===== src/rtl/serial_fifo_ctrl.sv =====
// Buffered COM controller: RX/TX byte FIFOs, a status/control register and a
// maskable COM interrupt between the UART pair and the device COM window.

module sfc_fifo #(
  parameter int AW = 4
) (
  input  logic         clk,
  input  logic         rst,
  input  logic         push_i,
  input  logic         pop_i,
  input  logic [7:0]   wdata_i,
  output logic [7:0]   head_o,
  output logic         empty_o,
  output logic         full_o
);

  localparam logic [AW-1:0] PTR_ONE = 1;
  localparam logic [AW:0]   CNT_ONE = 1;

  logic [7:0]    mem_q [0:(1<<AW)-1];
  logic [AW-1:0] rd_ptr_q, rd_ptr_d;
  logic [AW-1:0] wr_ptr_q, wr_ptr_d;
  logic [AW:0]   cnt_q, cnt_d;

  // Caller only pushes when not full (or popping) and only pops when not empty.
  always_comb begin
    rd_ptr_d = rd_ptr_q;
    wr_ptr_d = wr_ptr_q;
    cnt_d    = cnt_q;
    if (push_i) wr_ptr_d = wr_ptr_q + PTR_ONE;
    if (pop_i)  rd_ptr_d = rd_ptr_q + PTR_ONE;
    case ({push_i, pop_i})
      2'b10:   cnt_d = cnt_q + CNT_ONE;
      2'b01:   cnt_d = cnt_q - CNT_ONE;
      default: cnt_d = cnt_q;
    endcase
  end

  always_ff @(posedge clk) begin
    if (rst) begin
      rd_ptr_q <= '0;
      wr_ptr_q <= '0;
      cnt_q    <= '0;
    end else begin
      rd_ptr_q <= rd_ptr_d;
      wr_ptr_q <= wr_ptr_d;
      cnt_q    <= cnt_d;
    end
  end

  always_ff @(posedge clk) begin
    if (push_i) mem_q[wr_ptr_q] <= wdata_i;
  end

  assign head_o  = mem_q[rd_ptr_q];
  assign empty_o = (cnt_q == '0);
  assign full_o  = cnt_q[AW];

endmodule

module serial_fifo_ctrl #(
  parameter int RX_DEPTH_LOG2 = 4,
  parameter int TX_DEPTH_LOG2 = 4
) (
  input  logic        clk,
  input  logic        rst,
  input  logic        enable_i,
  input  logic        readEnable_i,
  input  logic        mode_i,
  input  logic [31:0] dataSave_i,
  output logic [31:0] dataLoad_o,
  output logic        int_o,
  input  logic        rxdReady_i,
  input  logic [7:0]  rxdData_i,
  input  logic        txdBusy_i,
  output logic        txdStart_o,
  output logic [7:0]  txdData_o
);

  localparam logic [1:0] ST_IDLE      = 2'd0;
  localparam logic [1:0] ST_WAIT_BUSY = 2'd1;
  localparam logic [1:0] ST_WAIT_DONE = 2'd2;

  logic       rx_rd, st_rd, tx_wr, ct_wr;
  logic       rx_push, rx_pop, rx_drop, rx_empty, rx_full;
  logic       tx_push, tx_pop, tx_empty, tx_full, tx_start;
  logic [7:0] rx_head, tx_head;

  logic [1:0] state_q, state_d;
  logic       wb_cnt_q, wb_cnt_d;
  logic       overrun_q, overrun_d;
  logic [7:0] drop_cnt_q, drop_cnt_d;
  logic       tx_ovf_q, tx_ovf_d;
  logic       rx_ie_q, rx_ie_d;
  logic       tx_ie_q, tx_ie_d;
  logic       int_q, int_d;
  logic       start_q, start_d;
  logic [7:0] txd_q, txd_d;
  logic       unused_hi;

  assign unused_hi = ^dataSave_i[31:8];

  assign rx_rd = enable_i &  readEnable_i & ~mode_i;
  assign st_rd = enable_i &  readEnable_i &  mode_i;
  assign tx_wr = enable_i & ~readEnable_i & ~mode_i;
  assign ct_wr = enable_i & ~readEnable_i &  mode_i;

  // A pop frees the slot a same-cycle push into a full RX FIFO needs.
  assign rx_pop  = rx_rd & ~rx_empty;
  assign rx_push = rxdReady_i & (~rx_full | rx_pop);
  assign rx_drop = rxdReady_i & rx_full & ~rx_pop;

  assign tx_push  = tx_wr & ~tx_full;
  assign tx_start = (state_q == ST_IDLE) & ~tx_empty & ~txdBusy_i;
  assign tx_pop   = tx_start;

  sfc_fifo #(.AW(RX_DEPTH_LOG2)) u_rx (
    .clk     (clk),
    .rst     (rst),
    .push_i  (rx_push),
    .pop_i   (rx_pop),
    .wdata_i (rxdData_i),
    .head_o  (rx_head),
    .empty_o (rx_empty),
    .full_o  (rx_full)
  );

  sfc_fifo #(.AW(TX_DEPTH_LOG2)) u_tx (
    .clk     (clk),
    .rst     (rst),
    .push_i  (tx_push),
    .pop_i   (tx_pop),
    .wdata_i (dataSave_i[7:0]),
    .head_o  (tx_head),
    .empty_o (tx_empty),
    .full_o  (tx_full)
  );

  // Status clear and a new overrun in the same cycle: the new event wins.
  always_comb begin
    overrun_d  = overrun_q;
    drop_cnt_d = drop_cnt_q;
    tx_ovf_d   = tx_ovf_q;
    rx_ie_d    = rx_ie_q;
    tx_ie_d    = tx_ie_q;
    if (st_rd) begin
      overrun_d  = 1'b0;
      drop_cnt_d = 8'h00;
      tx_ovf_d   = 1'b0;
    end
    if (rx_drop) begin
      overrun_d = 1'b1;
      if (st_rd)                    drop_cnt_d = 8'h01;
      else if (drop_cnt_q != 8'hFF) drop_cnt_d = drop_cnt_q + 8'h01;
    end
    if (tx_wr & tx_full) tx_ovf_d = 1'b1;
    if (ct_wr) begin
      rx_ie_d = dataSave_i[0];
      tx_ie_d = dataSave_i[1];
    end
  end

  // WAIT_BUSY gives up after two quiet cycles in case busy was never seen.
  always_comb begin
    state_d  = state_q;
    wb_cnt_d = wb_cnt_q;
    case (state_q)
      ST_IDLE: begin
        if (tx_start) begin
          state_d  = ST_WAIT_BUSY;
          wb_cnt_d = 1'b0;
        end
      end
      ST_WAIT_BUSY: begin
        if (txdBusy_i)     state_d  = ST_WAIT_DONE;
        else if (wb_cnt_q) state_d  = ST_IDLE;
        else               wb_cnt_d = 1'b1;
      end
      ST_WAIT_DONE: begin
        if (!txdBusy_i) state_d = ST_IDLE;
      end
      default: state_d = ST_IDLE;
    endcase
  end

  assign start_d = tx_start;
  assign txd_d   = tx_start ? tx_head : txd_q;
  assign int_d   = (rx_ie_q & ~rx_empty)
                 | (tx_ie_q & tx_empty & (state_q == ST_IDLE) & ~txdBusy_i)
                 | overrun_q;

  always_ff @(posedge clk) begin
    if (rst) begin
      state_q    <= ST_IDLE;
      wb_cnt_q   <= 1'b0;
      overrun_q  <= 1'b0;
      drop_cnt_q <= 8'h00;
      tx_ovf_q   <= 1'b0;
      rx_ie_q    <= 1'b1;
      tx_ie_q    <= 1'b0;
      int_q      <= 1'b0;
      start_q    <= 1'b0;
      txd_q      <= 8'h00;
    end else begin
      state_q    <= state_d;
      wb_cnt_q   <= wb_cnt_d;
      overrun_q  <= overrun_d;
      drop_cnt_q <= drop_cnt_d;
      tx_ovf_q   <= tx_ovf_d;
      rx_ie_q    <= rx_ie_d;
      tx_ie_q    <= tx_ie_d;
      int_q      <= int_d;
      start_q    <= start_d;
      txd_q      <= txd_d;
    end
  end

  always_comb begin
    dataLoad_o = 32'h0;
    if (rx_rd && !rx_empty)
      dataLoad_o = {24'h0, rx_head};
    else if (st_rd)
      dataLoad_o = {16'h0, drop_cnt_q, 2'b00, tx_ovf_q, overrun_q,
                    tx_ie_q, rx_ie_q, ~rx_empty, ~tx_full};
  end

  assign int_o      = int_q;
  assign txdStart_o = start_q;
  assign txdData_o  = txd_q;

endmodule


===== config.mk =====
export PLATFORM = sky130hd
export DESIGN_NAME = serial_fifo_ctrl
export DESIGN_NICKNAME = d
export VERILOG_FILES = /design/src/rtl/serial_fifo_ctrl.sv
export SDC_FILE = /design/constraint.sdc
export NUM_CORES = 1
export LEC_CHECK = 0
export CELL_PAD_IN_SITES_DETAIL_PLACEMENT = 0
export CELL_PAD_IN_SITES_GLOBAL_PLACEMENT = 1
export CORE_AREA = 2 2 218 134
export CTS_BUF_LIST = sky130_fd_sc_hd__clkbuf_4 sky130_fd_sc_hd__clkbuf_8
export DETAILED_ROUTE_END_ITERATION = 10
export DIE_AREA = 0 0 220 136
export GPL_TIMING_DRIVEN = 1
export PLACE_DENSITY = 0.79
export SYNTH_ARGS = -nofsm -noshare
export SYNTH_HDL_FRONTEND = slang
export SYNTH_HIERARCHICAL = 1
export SYNTH_SLANG_ARGS = --single-unit

===== constraint.sdc =====
create_clock -name clk -period 3.62 [get_ports clk]
set_input_delay 1.086 -clock clk [delete_from_list [all_inputs] [get_ports clk]]
set_output_delay 1.086 -clock clk [all_outputs]
set_load 0.01 [all_outputs]

# After elaboration in Yosys (flattened, before gate mapping)
# Memories as Yosys holds them, arrays and structs flattened. A register that Yosys moved wholly into a read port is not among the register bits.
# Index checks and enable logic that the tools add are counted.
# classes
addsub	9
mul	0
div	0
order_cmp	0
n_eq_ne	11
shifts	0
n_mux	25
bitwise	29
n_reduce_logical	12
# ops
operator	n
$mux W16	2
$mux W8	4
$pmux W5 S2	2
$and A1 B1 Y1	18
$add A4 B1 Y4 const B	4
$add A5 B1 Y5 const B	2
$logic_not A5 Y1	2
$reduce_bool A2 Y1	5
$sub A5 B1 Y5 const B	2
$mux W1	9
$add A8 B1 Y8 const B	1
$mux W2	4
$mux W4	2
$ne A8 B8 Y1 const B	1
$not A1 Y1	8
$eq A2 B1 Y1 const B	3
$eq A2 B2 Y1 const B	3
$ne A2 B2 Y1 const B	3
$pmux W2 S3	1
$reduce_and A3 Y1	2
$ne A3 B3 Y1 const B	1
$or A1 B1 Y1	3
$logic_not A2 Y1	1
$pmux W1 S2	1
other kinds (2)	2
# word_totals
reg_bits	43
latchBits	0
ramBits	256
rom_bits	0
inputBits	47
output_inout_bits	42
wordCells	103
mem_count	2
# memory_table
name	words	word_bits	read_ports	rd_ports_with_merged_regs	wr	line_no	rtl
u_rx.mem_q	16	8	1	1	1	20	logic [7:0] mem_q [0:(1<<AW)-1];
u_tx.mem_q	16	8	1	1	1	20	

# Longest topological paths before layout
# Gate-level depths: netlist of run 1.
# logic_depth
word_depth	7
ltp_mapped	15
mapped_depth_nobuf	12

# Hierarchy
# Netlist of run 1, hierarchy kept.
# by_module_without_submodules
mod	n_inst	cells_per_inst	area_each_um2	seq_area_each_um2
sfc_fifo (u_tx)	1	312	5856.9	4184.0
sfc_fifo (u_rx)	1	312	5810.6	4184.0
serial_fifo_ctrl	1	159	1367.6	500.5

# Least setup slack after synthesis of run 1
# Ideal clock, no wire load.
# synth_path
kind	in2reg
startpoint	input port mode_i
endpoint	register u_rx.cnt_q[4]
setup_ps	62
arrival_time_ps	3717
required_ps	3558
setup_slack_ps	-159
stages	14
path_buffers	4
cell_sequence	buf_4 -> and4bb_4 -> buf_6 -> o21a_1 -> clkbuf_1 -> inv_1 -> ha_1 -> buf_6 -> xor2_1 -> ha_1 -> o21ai_0 -> o22ai_1 -> or4b_1 -> nand3_1
# synth_via
elab_chain_len	7
word_cells_on_any_way	9
classes_between	eq/ne: 2; mux: 1; bitwise: 5; reduce/logical: 1
# synth_lines
element	line_no	rtl
from (decl)	69	input logic mode_i,
$not A1 Y1 (*)	103	assign rx_rd = enable_i & readEnable_i & ~mode_i;
$and A1 B1 Y1 (*)	103	
$and A1 B1 Y1 (*)	109	assign rx_pop = rx_rd & ~rx_empty;
net rx_pop	85	logic rx_push, rx_pop, rx_drop, rx_empty, rx_full;
$or A1 B1 Y1 (*)	110	assign rx_push = rxdReady_i & (~rx_full | rx_pop);
$and A1 B1 Y1 (*)	110	
net rx_push	85	
$eq A2 B1 Y1 or $eq A2 B2 Y1 (tied branches)	32	case ({push_i, pop_i})
$pmux W5 S2 or $reduce_bool A2 Y1 (tied branches)	--	
to (signal assigned)	47	cnt_q <= cnt_d;
to (decl)	23	logic [AW:0] cnt_q, cnt_d;
# The timed path passes the listed nets; every way through them passes the cells marked *.
# A chain may end at the register's enable or synchronous reset.

==> flow_summary.json, run 1 <==
{
  "r2r-end": "u_rx/cnt_q[4]",
  "routabilityCongestion": 0.7587,
  "drc": 0,
  "drt-initial-drc-count": 712,
  "synth.area.top_cells": "edfxtp_1, dfxtp_1, mux4_2, mux4_1, and2_1",
  "cts_buffers": 46,
  "min_period_over_period": 0.9814,
  "ys_seq_elements": 315,
  "num_rows": 48,
  "synth_cells": 783,
  "syn-cell-area_sq_mm": 0.01304,
  "hold_viol": 0,
  "run_status": "complete, no violations",
  "clkSinkCount": 315,
  "wire_per_inst_microns": 19.60,
  "h-tree-depth": 2,
  "grt_max_degree": 34,
  "grt_first_pass_wirelength_microns": 39430,
  "tightest_slew_ns": 0.8616,
  "cts_tree": "done",
  "dp.final_hpwl_microns": 17660,
  "worstHoldEndpoint": "wb_cnt_q",
  "cp_max_fo": 8,
  "period_needed_ns": 3.553,
  "drv_cap": 0,
  "required_ns": 2.53,
  "fmax_ghz": 0.2815,
  "ios": 89,
  "synth_top_area_cell": "edfxtp_1",
  "hp-class": "reg -> reg",
  "drv_slew": 0,
  "fillers": 2192,
  "grt_overflow_total": 0,
  "post_dp_cell_area_sq_mm": 0.01457,
  "worstSetupStartpointType": "flip-flop",
  "timing.reg2reg.setup_slack_ns": 0.20,
  "hold_ws_ns": 0.4786,
  "vias": 7178,
  "dieHeight_microns": 136,
  "grt_use_total": 0.1772,
  "cts_root_buffer": "clkbuf_8",
  "skew_ns": 0.01862,
  "synthToLayoutAreaGrowth_pct": 19.73,
  "die_width_microns": 220,
  "synth_edf_count": 256,
  "port_buffers": 48,
  "detail-route-antenna-nets": 0,
  "drt_wl_total_microns": 26070,
  "synth_area_per_cell_sq_um": 16.65,
  "rsz0062_at_grt": "yes",
  "clk-insertion-delay-late_ns": 0.57,
  "leakagePower_nw": 5.319,
  "avgViaCountPerCell": 5.397,
  "min_path_cells": 2,
  "start_util": 0.4638,
  "peakVddDrop_mv": 0.3061,
  "yosysWarnings": 6,
  "clockBufferDepth": 3,
  "cts_hold_buffers": 0,
  "fin_nets": 984,
  "path_class": "reg -> out",
  "cp_data_arrival_time_ns": 2.47,
  "relSlewSlack": 0.4244,
  "layout-drive-gt1-share": 0.2545,
  "first_global_vias": 6810,
  "worstReg2RegStart": "u_rx/cnt_q[1]",
  "ff2ff_path_depth": 13,
  "dr.pass1.iters": 5,
  "hp-start": "wb_cnt_q",
  "stdcell_area_sq_mm": 0.01561,
  "setup_ws_ns": 0.06717,
  "final_cell_mix": "edfxtp_1, dfxtp_1, nor2_1, mux4_2, clkbuf_8",
  "endpoint_kind": "output pin",
  "yosysSeqAreaShare": 0.6804,
  "fp.dieArea_sq_mm": 0.02992,
  "synth_cell_types": 66,
  "power_density_mw_per_mm2": 550.1,
  "synth.top_cell.area_share": 0.5897,
  "synth-main-ff-cell": "edfxtp_1",
  "diodes": 0,
  "synthArstFlopShare": 0,
  "final_common_cell": "edfxtp_1",
  "dp_slack_ns": -0.3264,
  "clk_pin_slew_ns": 0.07,
  "finalSetupViolations": 0,
  "antenna_found_initial": 0,
  "coreArea_sq_mm": 0.02811
}
where the power goes:
group | switching [mW] | total, mW | internal, mW
logic | 0.748 | 1.50 | 0.752
registers | 0.126 | 4.20 | 4.07
clock network | 1.32 | 2.89 | 1.57
worst max-delay path by stage:
stage	from	endpoint	slack, ns	cells after the start
2_1_floorplan	mode_i	u_rx/cnt_q[4]	0.01	14
3_3_place_gp	mode_i	dataLoad_o[4]	-0.28	4
3_5_place_dp	mode_i	u_rx/cnt_q[4]	-0.33	12
4_1_cts	flip-flop	dataLoad_o[2]	-0.03	8
5_1_grt	flip-flop	dataLoad_o[1]	-0.009	9
6_report	flip-flop	dataLoad_o[2]	0.07	7
cell usage after synthesis, types with 9 or more instances:
| library cell | n |
|---|---|
| buf_4 | 19 |
| nand3_1 | 9 |
| clkbuf_1 | 9 |
| nand4_1 | 9 |
| and2_1 | 42 |
| a21oi_1 | 14 |
| ha_1 | 19 |
| nor2_1 | 54 |
| mux2i_1 | 15 |
| nand2_1 | 36 |
| dfxtp_1 | 59 |
| a22oi_1 | 32 |
| xor2_1 | 12 |
| inv_1 | 13 |
| mux4_2 | 50 |
| mux4_1 | 14 |
| edfxtp_1 | 256 |
layer usage:
| metal | up-vias | GRT usage | share of wire |
|---|---|---|---|
| met5 | - | 0 | 0 |
| met4 | 0 | 0.05108 | 0.015 |
| met3 | 36 | 0.03490 | 0.067 |
| met2 | 233 | 0.2301 | 0.40 |
| met1 | 3601 | 0.2947 | 0.51 |
| li1 | 3308 | - | - |
flip-flops by register name, summed over array words and instances, names as in the netlist, 4 cells and up, named ones only:
register and count:
drop_cnt_q 8, u_rx/rd_ptr_q 4, u_rx/cnt_q 5, u_tx/wr_ptr_q 4, txdData_o 8, u_tx/mem_q 128, u_rx/wr_ptr_q 4, u_tx/rd_ptr_q 4
u_tx/cnt_q 5, u_rx/mem_q 128
worst max-delay path: stages (launching register included):
cell and delay (ns):
dfxtp_4 0.37, buf_6 0.17, buf_6 0.12, mux4_2 0.50, a22oi_2 0.21, nand2_1 0.10, a22o_1 0.27, buf_2 0.16
kinds of logic (layout without fill, tap and decap cells):
family | count (synthesis) | after routing | synth area share
XOR/XNOR | 20 | 20 | 0.01344
AO/OA/AOI/OAI | 76 | 76 | 0.04300
flip-flops | 315 | 315 | 0.6804
adder cells (fa/ha/maj) | 19 | 19 | 0.01824
buffers and inverters | 66 | 223 | 0.03187
multiplexers | 80 | 80 | 0.1273
AND/OR/NAND/NOR | 206 | 206 | 0.08553
other | 1 | 16 | 0.0002877
repair_timing:
action,CTS,global route
gates cloned,1,0
buffers inserted,4,0
pin swaps,9,6
gates resized for setup,43,12
endpoints found under the setup margin,16,13
cell type report:
cell class	instances	area, sq um	area share
flip-flops and latches	315	8874	0.5686
multi-input cells	417	3879	0.2485
well taps	375	469.2	0.03006
clock inverters	19	147.6	0.009460
repair buffers	125	1393	0.08923
clock buffers	66	795.8	0.05099
inverters	13	48.80	0.003127
through the flow:
step / std cells / setup TNS, ns / total power, mW / util
4_1_cts: 1331 / -0.02963 / 8.662 / 0.5559
3_3_place_gp: 1241 / -3.903 / 5.712 / 0.5183
6_report: 1330 / 0 / 8.586 / 0.5552
3_5_place_dp: 1241 / -4.494 / 5.751 / 0.5183
2_1_floorplan: 798 / 0 / 5.193 / -
5_1_grt: 1330 / -0.008673 / 8.966 / 0.5552
(Power assumes the default switching activity.)
==> inputs of run 2 (changes only) <==
HOLD_SLACK_MARGIN = 0.03   (was default)
PLACE_DENSITY = 0.75   (was 0.79)
==> run 2 against run 1 <==
Critical path depth is 1 higher. Sequential share of layout area is 0.068 points lower. Global-route usage is 0.97 points higher. Clock power is 2% higher. Register-to-register slack better by 0.14 ns. Fmax is 0.13% higher. Cell area is 0.12% higher. Worst setup slack better by 0.0046 ns. Non-clock buffer count is 9 higher.
==> flow_summary.json, run 2 (synthesis gave the netlist of run 1 again) <==
{
  "relSlewSlack": 0.3530,
  "drt-initial-drc-count": 649,
  "avgViaCountPerCell": 5.442,
  "fin_nets": 994,
  "final_cell_mix": "edfxtp_1, buf_4, dfxtp_1, clkbuf_8, nor2_1",
  "worst-path-buf-inv": 3,
  "leakagePower_nw": 5.415,
  "cp_max_fo": 5,
  "diodes": 0,
  "vias": 7292,
  "drv_slew": 0,
  "path_class": "reg -> out",
  "fp.dieArea_sq_mm": 0.02992,
  "finalPower_mw": 8.680,
  "worstSetupStartpointType": "flip-flop",
  "die_width_microns": 220,
  "port_buffers": 48,
  "start_util": 0.4638,
  "grt_first_pass_wirelength_microns": 41570,
  "detail-route-antenna-nets": 0,
  "dieHeight_microns": 136,
  "largestRegisters": "u_rx/mem_q: 128 flops, u_tx/mem_q: 128 flops",
  "grt_max_degree": 34,
  "h-tree-depth": 2,
  "cts_hold_buffers": 0,
  "synthToLayoutAreaGrowth_pct": 19.87,
  "worstReg2RegStart": "u_rx/cnt_q[1]",
  "cts_root_buffer": "clkbuf_8",
  "routabilityCongestion": 0.7867,
  "dr.pass1.iters": 5,
  "cts_buffers": 47,
  "layout-drive-gt1-share": 0.2653,
  "num_rows": 48,
  "crit_family": "multiplexers",
  "clk-insertion-delay-late_ns": 0.55,
  "clk_pin_slew_ns": 0.06,
  "antenna_found_initial": 1,
  "endpoint_kind": "output pin",
  "hp-start": "wb_cnt_q",
  "tightest_slew_ns": 0.9691,
  "dp.final_hpwl_microns": 18500,
  "drv_cap": 0,
  "drc": 0,
  "wire_per_inst_microns": 20.57,
  "min_period_over_period": 0.9802,
  "coreArea_sq_mm": 0.02811,
  "final_common_cell": "edfxtp_1",
  "period_needed_ns": 3.548,
  "run_status": "complete, no violations",
  "clockBufferDepth": 3,
  "finalSetupViolations": 0,
  "fmax_ghz": 0.2818,
  "grt_overflow_total": 0,
  "crit_chain": "buf_12 -> buf_12 -> mux4_2 -> a22oi_2 -> nand2_1 -> nand2_1 -> o21ai_1 -> buf_2",
  "first_global_vias": 6896,
  "ios": 89,
  "cts_tree": "done",
  "peakVddDrop_mv": 0.2319,
  "drt_wl_total_microns": 27570,
  "fin_tns_setup_ns": 0,
  "cp_data_arrival_time_ns": 2.46,
  "cp_slowest_cell": "mux4_2",
  "required_ns": 2.53,
  "grt_use_total": 0.1869,
  "hp-class": "reg -> reg",
  "clkSinkCount": 315,
  "power_density_mw_per_mm2": 555.5,
  "max_stage_delay_ns": 0.50,
  "skew_ns": 0.01521,
  "rsz0062_at_grt": "yes",
  "hold_viol": 0
}
run 2: cell types whose count changed in the layout (fill, tap and decap cells not counted), moves of 2 or more:
cell             change
clkdlybuf4s50_1      -7
clkinv_2             -4
buf_12               -9
clkdlybuf4s15_1      -2
clkinv_1             -2
clkbuf_8             +6
buf_4               +17
dlygate4sd2_1        +9
buf_16               +2
clkbuf_4             +4
run 2: what timing repair did:
action,CTS,global route
resized for setup,42,19
setup endpoints to repair,16,8
setup buffers,7,3
gates cloned,2,0
pin swaps,6,9
run 2: tightest hold or removal path, cell delays in order (launching register included):
cell	delay [ns]
dfxtp_1	0.31
o31ai_1	0.06
a21oi_1	0.06
run 2: metal layers:
metal	track usage	vias up	share of wire
li1	-	3323	-
met1	0.3140	3684	0.51
met2	0.2357	254	0.39
met3	0.04922	31	0.081
met4	0.04101	0	0.012
met5	0	-	0
run 2: area by class of cell:
type | instances | area (sq um)
well taps | 375 | 469.2
flip-flops and latches | 315 | 8874
inverters | 13 | 48.80
clock buffers | 76 | 908.4
fillers | 2202 | 12480
multi-input cells | 417 | 3885
clock inverters | 10 | 71.32
repair buffers | 134 | 1369
run 2: worst paths after layout:
path / endpoint / slack [ns] / depth (start not counted)
worst max-delay path: dataLoad_o[0] / 0.07 / 8
worst min-delay path: wb_cnt_q / 0.47 / 2
worst max register to register: u_rx/cnt_q[4] / 0.34 / 13
worst min register to register: wb_cnt_q / 0.47 / 2
run 2: where the power goes:
group | total (mW) | internal [mW] | switching [mW] | leakage [nW]
clock | 2.94 | 1.66 | 1.29 | 0.523
combinational | 1.50 | 0.773 | 0.724 | 2.11
sequential | 4.24 | 4.07 | 0.169 | 2.78
total | 8.68 | 6.50 | 2.18 | 5.42
run 2: per-stage QoR:
stage,setup WS (ns),std cells,instance area (sq um),util,hold WS [ns]
after floorplan,0.01207,798,13110,-,0.4440
after global placement,-0.2749,1242,14410,0.5128,0.4587
after detailed placement,-0.2891,1242,14410,0.5128,0.4661
after CTS,-0.03907,1337,15570,0.5540,0.4744
after global routing,-0.02215,1340,15630,0.5559,0.4797
final,0.07178,1340,15630,0.5559,0.4737
==> inputs of run 3 (changes only) <==
CORE_AREA = 2 2 152 192   (was 2 2 218 134)
DIE_AREA = 0 0 154 194   (was 0 0 220 136)
PLACE_DENSITY = 0.74   (was 0.75)
==> run 3 against run 2 <==
Clock power down 6%. Cell count down 2.5%. Flip-flop and latch count unchanged. Power down 2.1%. First-iteration DRC count down 29%. Cell area down 1.9%. Combinational power about the same. Fmax down 1.3%. Sequential share of layout area up 1.1 points. Die area down 0.15%. Core utilization down 0.97 points. Register-to-register slack worse by 0.23 ns.
==> flow_summary.json, run 3 (synthesis gave the netlist of run 1 again) <==
{
  "run_status": "complete, no violations",
  "hp-class": "reg -> reg",
  "clk_pin_slew_ns": 0.06,
  "worstReg2RegStart": "u_rx/cnt_q[2]",
  "fp.dieArea_sq_mm": 0.02988,
  "h-tree-depth": 2,
  "period_needed_ns": 3.594,
  "path_class": "reg -> out",
  "drc": 0,
  "required_ns": 2.53,
  "dp.final_hpwl_microns": 17270,
  "final_cell_mix": "edfxtp_1, dfxtp_1, nor2_1, buf_4, clkbuf_8",
  "fmax_ghz": 0.2783,
  "setup_ws_ns": 0.02615,
  "r2r-end": "u_rx/cnt_q[4]",
  "min_period_over_period": 0.9928,
  "fin_nets": 977,
  "endpoint_kind": "output pin",
  "tightest_slew_ns": 0.7753,
  "coreArea_sq_mm": 0.02806,
  "met1Wirelength_microns": 10350,
  "ff2ff_path_depth": 15,
  "hp-start": "wb_cnt_q",
  "grt_first_pass_wirelength_microns": 41030,
  "grt_use_total": 0.1795,
  "cp_max_fo": 7,
  "die_width_microns": 154,
  "synthToLayoutAreaGrowth_pct": 17.57,
  "finalSetupViolations": 0,
  "dieHeight_microns": 194,
  "fin_tns_setup_ns": 0,
  "vias": 7125,
  "grt_overflow_total": 0,
  "cp_data_arrival_time_ns": 2.51,
  "min_path_cells": 2,
  "relSlewSlack": 0.4831,
  "routabilityCongestion": 0.7613,
  "skew_ns": 0.01730,
  "cts_hold_buffers": 0,
  "largestRegisters": "u_rx/mem_q: 128 flops, u_tx/mem_q: 128 flops",
  "dp_slack_ns": -0.4384,
  "timing.reg2reg.setup_slack_ns": 0.11,
  "cts_buffers": 48,
  "antenna_found_initial": 0,
  "clkSinkCount": 315,
  "cts_tree": "done",
  "grt_max_degree": 47,
  "worstSetupStartpointType": "flip-flop",
  "start_util": 0.4646,
  "wl_met2_microns": 14540,
  "clk-insertion-delay-late_ns": 0.56,
  "dr.pass1.iters": 5,
  "rsz0062_at_grt": "yes",
  "ios": 89,
  "wire_per_inst_microns": 20.48,
  "hold_viol": 0,
  "avgViaCountPerCell": 5.456,
  "first_global_vias": 7417,
  "detail-route-antenna-nets": 0,
  "drv_slew": 0,
  "drt-initial-drc-count": 462,
  "diodes": 0,
  "peakVddDrop_mv": 0.4155,
  "drt_wl_total_microns": 26740,
  "layout-drive-gt1-share": 0.2513,
  "drv_cap": 0,
  "clockBufferDepth": 3,
  "fillers": 2176,
  "wl_met3_microns": 1142,
  "leakagePower_nw": 5.231,
  "cts_root_buffer": "clkbuf_8",
  "power_density_mw_per_mm2": 554.6,
  "final_common_cell": "edfxtp_1",
  "port_buffers": 48,
  "num_rows": 69,
  "top_layer": "met4",
  "worstHoldEndpoint": "wb_cnt_q"
}
==> run 3: changes by cell type in the layout (fill, tap and decap cells not counted), sizes merged, moves of 7 or more <==
cell / delta
clkbuf: -9
dlygate4sd2: -7
buf: -21
clkdlybuf4s50: +7
clkinv: +17
==> run 3: what timing repair did <==
action / in CTS / in global routing
cloned: 3 / 0
endpoints found under the setup margin: 16 / 9
gates resized for setup: 34 / 23
setup buffers: 6 / 6
pin swaps: 6 / 17
==> run 3: per-stage QoR <==
step	cell area [sq um]	hold WS, ns	util	cells	power [mW]
final	15330	0.4779	0.5462	1306	8.500
after global routing	15330	0.5092	0.5462	1306	8.909
after CTS	15270	0.4763	0.5443	1301	8.557
after detailed placement	14190	0.4686	0.5057	1202	5.704
after global placement	14190	0.4553	0.5057	1202	5.649
after floorplan	13110	0.4440	-	798	5.193
==> run 3: power breakdown <==
part / internal (mW) / leakage [nW] / switching, mW
combinational: 0.771 / 1.95 / 0.733
sequential: 4.07 / 2.79 / 0.158
clock: 1.46 / 0.499 / 1.31
total: 6.30 / 5.23 / 2.20
==> run 3: worst max-delay path by stage <==
stage | to | depth (start not counted) | slack [ns] | start
after floorplan | u_rx/cnt_q[4] | 14 | 0.01 | mode_i
after global routing | dataLoad_o[5] | 7 | -0.04 | flip-flop
after global placement | u_rx/cnt_q[4] | 12 | -0.38 | mode_i
after CTS | dataLoad_o[4] | 6 | -0.11 | flip-flop
final | dataLoad_o[5] | 7 | 0.03 | flip-flop
after detailed placement | u_rx/cnt_q[4] | 12 | -0.44 | mode_i
==> run 3: worst max-delay path: stages, from the launching register on <==
cell	delay, ns
dfxtp_4	0.41
buf_6	0.12
buf_12	0.12
mux4_2	0.50
a22oi_2	0.25
nand2_1	0.12
a22o_1	0.28
clkbuf_2	0.14
==> run 3: final cells by class <==
class                           instances  area (sq um)  share of cell area
Sequential cell                       315          8879              0.5793
Clock buffer                           64         805.8             0.05258
Tap cell                              355         444.2             0.02898
Clock inverter                         26         116.4            0.007593
Timing Repair Buffer                  115          1109             0.07233
Inverter                               13         48.80            0.003184
Multi-Input combinational cell        418          3924              0.2560
==> run 3: metal layers <==
| layer | up-vias | GRT usage |
|---|---|---|
| li1 | 3292 | - |
| met1 | 3616 | 0.2052 |
| met2 | 167 | 0.3337 |
| met3 | 50 | 0.03129 |
| met4 | 0 | 0.06784 |
| met5 | - | 0 |
